<file path="src/rtl/psum_glb_writer.sv">
// psum_glb_writer
// Drains packed psum words (LANES psums per FIFO word) from the PE-array output
// FIFO and serializes them into single-psum writes on GLB port a. In accumulate
// mode each psum is first read back through GLB port b and the sum is written.
//
// Ports:
//   core_clk, reset            clock, async active-high reset
//   start, base_addr,
//   num_psums, accumulate      job request, sampled only when idle
//   fifo_empty, fifo_rdata,
//   fifo_re                    upstream FIFO (data valid the cycle after fifo_re)
//   glb_we_a/addr_a/wdata_a    GLB write port
//   glb_re_b/addr_b/rdata_b    GLB read port (data valid the cycle after glb_re_b)
//   busy, done                 job status; done pulses with the FIN state
//   sat_flag                   sticky clamp indicator (PSUM_WRITER_SAT_EN only)
//
// Optional build macro: PSUM_WRITER_SAT_EN selects saturating accumulation and
// adds the sat_flag port; otherwise accumulation wraps modulo 2^DATA_WIDTH.
module psum_glb_writer #(
    parameter int FIFO_WIDTH = 64,
    parameter int DATA_WIDTH = 16,
    parameter int DEPTH      = 193600,
    parameter int ADDR       = $clog2(DEPTH)
) (
    input  logic                  core_clk,
    input  logic                  reset,
    input  logic                  start,
    input  logic [ADDR-1:0]       base_addr,
    input  logic [ADDR-1:0]       num_psums,
    input  logic                  accumulate,
    input  logic                  fifo_empty,
    input  logic [FIFO_WIDTH-1:0] fifo_rdata,
    output logic                  fifo_re,
    output logic                  glb_we_a,
    output logic [ADDR-1:0]       glb_addr_a,
    output logic [DATA_WIDTH-1:0] glb_wdata_a,
    output logic                  glb_re_b,
    output logic [ADDR-1:0]       glb_addr_b,
    input  logic [DATA_WIDTH-1:0] glb_rdata_b,
`ifdef PSUM_WRITER_SAT_EN
    output logic                  sat_flag,
`endif
    output logic                  busy,
    output logic                  done
);
    localparam int LANES = FIFO_WIDTH / DATA_WIDTH;
    localparam int LW    = $clog2(LANES) + 1;

    typedef enum logic [2:0] {IDLE, FETCH, LOAD, RD, WR, FIN} state_t;

    state_t                  state, nxt;
    logic [ADDR-1:0]         base_q, num_q, idx, idx_n;
    logic                    acc_q;
    logic [LW-1:0]           lane, lane_n;
    logic [FIFO_WIDTH-1:0]   word_q, src_word;
    logic [DATA_WIDTH-1:0]   lane_q, lane_d, sum;
    logic [ADDR-1:0]         addr_d;
    logic                    accept, last_psum, last_lane;
    logic                    re_d, we_d, rb_d, busy_d, done_d;

    assign accept    = (state == IDLE) && start;
    assign last_psum = (idx + 1'b1) == num_q;
    assign last_lane = lane == LW'(LANES - 1);

    // Next-state logic
    always_comb begin
        nxt = state;
        case (state)
            IDLE:    if (start) nxt = (num_psums == '0) ? FIN : FETCH;
            FETCH:   if (fifo_re) nxt = LOAD;
            LOAD:    nxt = acc_q ? RD : WR;
            RD:      nxt = WR;
            WR: begin
                if (last_psum)      nxt = FIN;
                else if (last_lane) nxt = FETCH;
                else                nxt = acc_q ? RD : WR;
            end
            FIN:     nxt = IDLE;
            default: nxt = IDLE;
        endcase
    end

    // Output logic: next-cycle values of the registered strobes and buses.
    // Decoding from nxt makes each strobe high during the state it belongs to.
    always_comb begin
        idx_n  = idx;
        lane_n = lane;
        if (accept) begin
            idx_n  = '0;
            lane_n = '0;
        end else if (state == WR) begin
            idx_n  = idx + 1'b1;
            lane_n = last_lane ? '0 : lane + 1'b1;
        end
        // The word buffer is loaded on the same edge as the first lane is
        // selected, so bypass straight from the FIFO while in LOAD.
        src_word = (state == LOAD) ? fifo_rdata : word_q;
        lane_d   = src_word[int'(lane_n) * DATA_WIDTH +: DATA_WIDTH];
        addr_d   = base_q + idx_n;
        // fifo_empty is looked at one cycle ahead: only this block pops the
        // FIFO, so a non-empty flag cannot drop before the pop lands.
        re_d     = (nxt == FETCH) && !fifo_empty;
        we_d     = (nxt == WR);
        rb_d     = (nxt == RD);
        busy_d   = (nxt == FETCH) || (nxt == LOAD) || (nxt == RD) || (nxt == WR);
        done_d   = (nxt == FIN);
    end

    // State register, job context and registered outputs
    always_ff @(posedge core_clk or posedge reset) begin
        if (reset) begin
            state      <= IDLE;
            base_q     <= '0;
            num_q      <= '0;
            acc_q      <= 1'b0;
            idx        <= '0;
            lane       <= '0;
            word_q     <= '0;
            lane_q     <= '0;
            fifo_re    <= 1'b0;
            glb_we_a   <= 1'b0;
            glb_addr_a <= '0;
            glb_re_b   <= 1'b0;
            glb_addr_b <= '0;
            busy       <= 1'b0;
            done       <= 1'b0;
        end else begin
            state <= nxt;
            idx   <= idx_n;
            lane  <= lane_n;
            if (accept) begin
                base_q <= base_addr;
                num_q  <= num_psums;
                acc_q  <= accumulate;
            end
            if (state == LOAD) word_q <= fifo_rdata;
            fifo_re    <= re_d;
            glb_we_a   <= we_d;
            glb_addr_a <= we_d ? addr_d : '0;
            lane_q     <= we_d ? lane_d : '0;
            glb_re_b   <= rb_d;
            glb_addr_b <= rb_d ? addr_d : '0;
            busy       <= busy_d;
            done       <= done_d;
        end
    end

    // Read data only arrives in the WR cycle, so the add sits between the
    // registered lane operand and the write data bus.
`ifdef PSUM_WRITER_SAT_EN
    logic signed [DATA_WIDTH:0] wide;
    logic                       ovf;
    always_comb begin
        wide = {lane_q[DATA_WIDTH-1], lane_q} + {glb_rdata_b[DATA_WIDTH-1], glb_rdata_b};
        ovf  = wide[DATA_WIDTH] != wide[DATA_WIDTH-1];
        if (!ovf)                 sum = wide[DATA_WIDTH-1:0];
        else if (wide[DATA_WIDTH]) sum = {1'b1, {(DATA_WIDTH-1){1'b0}}};
        else                       sum = {1'b0, {(DATA_WIDTH-1){1'b1}}};
    end

    always_ff @(posedge core_clk or posedge reset) begin
        if (reset)                          sat_flag <= 1'b0;
        else if (accept)                    sat_flag <= 1'b0;
        else if (glb_we_a && acc_q && ovf)  sat_flag <= 1'b1;
    end
`else
    assign sum = lane_q + glb_rdata_b;
`endif

    always_comb begin
        glb_wdata_a = '0;
        if (glb_we_a) glb_wdata_a = acc_q ? sum : lane_q;
    end
endmodule

</file>
<file path="config.mk">
export PLATFORM = sky130hd
export DESIGN_NAME = psum_glb_writer
export DESIGN_NICKNAME = d
export VERILOG_FILES = /design/src/rtl/psum_glb_writer.sv
export SDC_FILE = /design/constraint.sdc
export NUM_CORES = 1
export LEC_CHECK = 0
export ABC_CLOCK_PERIOD_IN_PS = 13400
export BUFFER_PORTS_ARGS = -buffer_cell sky130_fd_sc_hd__buf_4
export CORE_MARGIN = 2
export CORE_UTILIZATION = 61
export DETAILED_ROUTE_END_ITERATION = 10
export PLACE_DENSITY = 0.86
export SLEW_MARGIN = 20
export SYNTH_ARGS = -nofsm -noshare
export SYNTH_HDL_FRONTEND = slang
export SYNTH_SLANG_ARGS = --single-unit
</file>
<file path="constraint.sdc">
create_clock -name core_clk -period 13.4 [get_ports core_clk]
set_clock_uncertainty 0.05 [all_clocks]
set_input_delay 4.02 -clock core_clk [delete_from_list [all_inputs] [get_ports core_clk]]
set_output_delay 4.02 -clock core_clk [all_outputs]
set_load 0.03 [all_outputs]
</file>
=== Yosys cells after proc, flatten, opt, wreduce, memory -nomap -nowiden ===
Index checks and enable logic that the tools add are counted.
W data, S select, Z words.

* Register bits after elaboration: 182
* Input bits: 121
* Output and inout bits: 57
* Word-level logic and storage cells: 57

* Add/subtract/negate cells: 4
* Eq/ne operators: 11
* Shifts and indexed selects: 1
* Muxes and demuxes: 18
* Reductions and logical operators: 8

{| class="wikitable"
|+ Operator list
! cell !! number
|-
| $mux W18 || 4
|-
| $mux W64 || 1
|-
| $shiftx A64 B8 Y16 || 1
|-
| $mux W16 || 3
|-
| $mux W3 || 9
|-
| $add A18 B1 Y18 const B || 1
|-
| $add A18 B18 Y18 || 1
|-
| $eq A18 B18 Y1 || 1
|-
| $logic_not A18 Y1 || 1
|-
| $add A16 B16 Y16 || 1
|-
| $eq A3 B2 Y1 const B || 5
|-
| $pmux W3 S5 || 1
|-
| $eq A3 B3 Y1 const B || 3
|-
| $eq A3 B1 Y1 const B || 2
|-
| $add A3 B1 Y3 const B || 1
|-
| $logic_not A3 Y1 || 1
|-
| $logic_or A1 B1 Y1 || 3
|-
| $logic_and A1 B1 Y1 || 2
|-
| $logic_not A1 Y1 || 1
|}

=== Longest topological paths before layout ===
* Depth in word-level cells: 8
* Depth in mapped cells: 17
* Mapped depth without buffers: 15

=== Worst setup path after synthesis ===
No wires, ideal clock.

* Path type: in2out
* From: input glb_rdata_b[0]
* To: output glb_wdata_a[12]
* Data arrival time: 6.079 ns
* Path slack: 3.251 ns
* Stages: 11
* Cells stage by stage: ha_1 inv_1 fa_1 nor2b_1 o31a_1 o41a_1 nand4_1 a31oi_1 xor2_1 mux2i_1 nor2b_1

* Longest elaborated chain between the ends: 3

{| class="wikitable"
|+ Ends and longest elaborated chain
! item !! line !! text
|-
| start, declared || 39 || <nowiki>input logic [DATA_WIDTH-1:0] glb_rdata_b,</nowiki>
|-
| $add A16 B16 Y16 || 167 || <nowiki>assign sum = lane_q + glb_rdata_b;</nowiki>
|-
| $mux W16 (2 in series) || 172 || <nowiki>if (glb_we_a) glb_wdata_a = acc_q ? sum : lane_q;</nowiki>
|-
| end, declared || 36 || <nowiki>output logic [DATA_WIDTH-1:0] glb_wdata_a,</nowiki>
|}

Every way passes these cells.

=== Worst setup path in the final report ===
* From: input glb_rdata_b[1]
* To: output glb_wdata_a[13]

The elaborated chain is that of the path after synthesis.

==> reports/qor.txt <==
status: complete, no violations
Hold Crit Depth: 1
Boundary Pins: 178
Worst R2R Path Depth: 12
HP Start: word_q[31]
CTS Buf Count: 17
Clock Path Buffers: 2
Final setup viols: 0
first-pass GRT wire length: 34700 µm
DRC Markers: 0
flop-to-flop setup slack: 9.09 ns
Setup Buffers After CTS: 0
final hold vios: 0
CP arrival: 6.65 ns
share of the synthesized area in the top cell type: 0.476
most common cell in the netlist: dfrtp_1
NumNets Final: 1173
Clock Latency Late Sink: 0.43 ns
vias in the first global route: 6973
core area: 15300 µm²
First DRT Iteration DRCs: 563
worst setup path category: input port to output pin
DP HPWL: 15300 µm
diode count: 0
RSZ-0062 raised after global routing: false
post-synth top area cell: dfrtp_1
share of layout cells above drive strength 1: 0.325
Synth area leaders: dfrtp_1 48%, mux2_2 12%, mux2i_1 6.4%
TritonCTS Sinks: 182
worst hold path type: register to register
pwr dens: 195 nW/µm²
fin crit period: 10.72 ns
global placer's final weighted congestion: 0.876
synthesized area: 9580 µm²
Design Area, Final: 11600 µm²
area delta synth->final: 21.2%
setup tns final: 0 ns
Data required, critical path: 9.33 ns
CTS H-Tree Depth: 4
IO buf count: 177
number of synthesized flops with an enable pin: 0
Routed WL per cell: 17.5 µm
crit path max fanout: 3
largest net degree at the start of global routing: 101
Initial Util: 0.628
worst vdd ir: 0.119 mV
max cap viols: 0
Total GRT Usage: 0.267
reg2reg end: glb_addr_a[17]
initial antenna violation count: 0
Pre-antenna DRT Iters: 6
fill cell count: 1052
most instantiated cells after synthesis: 182 x dfrtp_1, 101 x mux2_2, 65 x nor2_1
Final ANT Viol Nets: 0
Die W: 129 µm
Root Driver: clkbuf_16
std cell rows: 45
total gr overflow: 0
multi-input combinational cell area: 4770 µm²
leak pwr: 5.68 nW
Crit. End Element: output pin
Cell Area, Placed: 11100 µm²
Die ar.: 16700 µm²
vias per cell: 5.74
synth warn: 0
post-cts sizing count: 0
Register Area: 4550 µm²
predominant post-synthesis flop cell: dfrtp_1
Synth Instances: 853
vias post-DR: 7118
Slew @ Worst Pin: 0.894 ns
syn_area_per_cell: 11.2 µm²
Die Ht: 129 µm
period utilization: 0.800
Worst R2R Start: state[0]
Seq/Total Area, Yosys: 0.476
Rel. slew slack: 0.396
Yosys reg bits: 182
startpoint type of the worst setup path: input port
Max Fclk: 93.3 MHz
max-slew violation count: 0
syn nets: 1010
CTS tree: done
library cells used by synthesis: 66
Hold EP: word_q[31]
Post-Route WL: 21700 µm
Setup crit start: glb_rdata_b[1]
Post-synth ARST share: 1.00
hold buffers post-CTS: 0
clk slew on worst S/H paths: 0.06 ns
worst max-delay path by stage:
stage                      end
2_1_floorplan  glb_wdata_a[12]
3_3_place_gp   glb_wdata_a[13]
3_5_place_dp   glb_wdata_a[13]
4_1_cts        glb_wdata_a[13]
5_1_grt        glb_wdata_a[13]
6_report       glb_wdata_a[13]
layer usage:
layer,track usage,share of wire
met5,0,0
met4,0.110,0.027
met3,0.0405,0.053
met2,0.408,0.46
met1,0.385,0.46
cell families after synthesis:
kind of cell    Yosys count  synth area share
xor+xnor                 50            0.0457
simple gates            226             0.128
fa+ha+maj                36            0.0486
buf+inv                  63            0.0291
mux                     163             0.184
compound gates          133            0.0894
flops                   182             0.476
placed cells by master (no fill, tap or decap), drive strengths merged, types with 7 or more instances in the layout:
cell and n:
clkbuf 19, dfrtp 182, ha 34, nor3b 17, xnor2 30, a31oi 8, a21o 11, nand4 10
nor2b 16, buf 185, nor2 66, nor4 7, nor3 14, nand3 21, o31ai 8, mux2 102
nand2 35, mux2i 61, o21ai 44, or3 8, a21oi 29, xor2 20, inv 25
power breakdown:
group	switching [mW]	total (mW)	internal, mW
clock	0.213	0.456	0.243
sequential	0.0950	0.842	0.747
combinational	0.503	0.969	0.466
total	0.811	2.27	1.46
area by class of cell:
type                    instances  area share
inverters                      22     0.00755
multi-input cells             608       0.411
well taps                     211      0.0227
clock buffers                  19      0.0382
repair buffers                185       0.120
flip-flops and latches        182       0.392
clock inverters                12     0.00830
flip-flops by register name, summed over array words and instances (netlist names):
register    cells
busy            1
idx            18
glb_addr_b     18
glb_we_a        1
state           3
lane            3
fifo_re         1
num_q          18
done            1
word_q         64
glb_re_b        1
base_q         18
lane_q         16
acc_q           1
glb_addr_a     18
metrics by stage:
stage          power [mW]  hold WS, ns   util  setup slack [ns]  std cells
2_1_floorplan        1.56        0.422      -              3.25        853
3_3_place_gp         1.77        0.427  0.725              2.86       1208
3_5_place_dp         1.81        0.434  0.725              2.77       1208
4_1_cts              2.27        0.449  0.760              2.74       1239
5_1_grt              2.40        0.457  0.761              2.52       1239
6_report             2.27        0.447  0.761              2.68       1239
critical path, cell delays in order:
cell and delay [ns]:
buf_4 0.12, ha_1 0.31, a211oi_1 0.36, o21ai_0 0.22, a311oi_1 0.45, o21bai_1 0.12, a21oi_1 0.31, o21ai_0 0.18
xor2_1 0.16, a31o_2 0.25, buf_4 0.16
No activity file was read; power rests on OpenSTA's default activity.
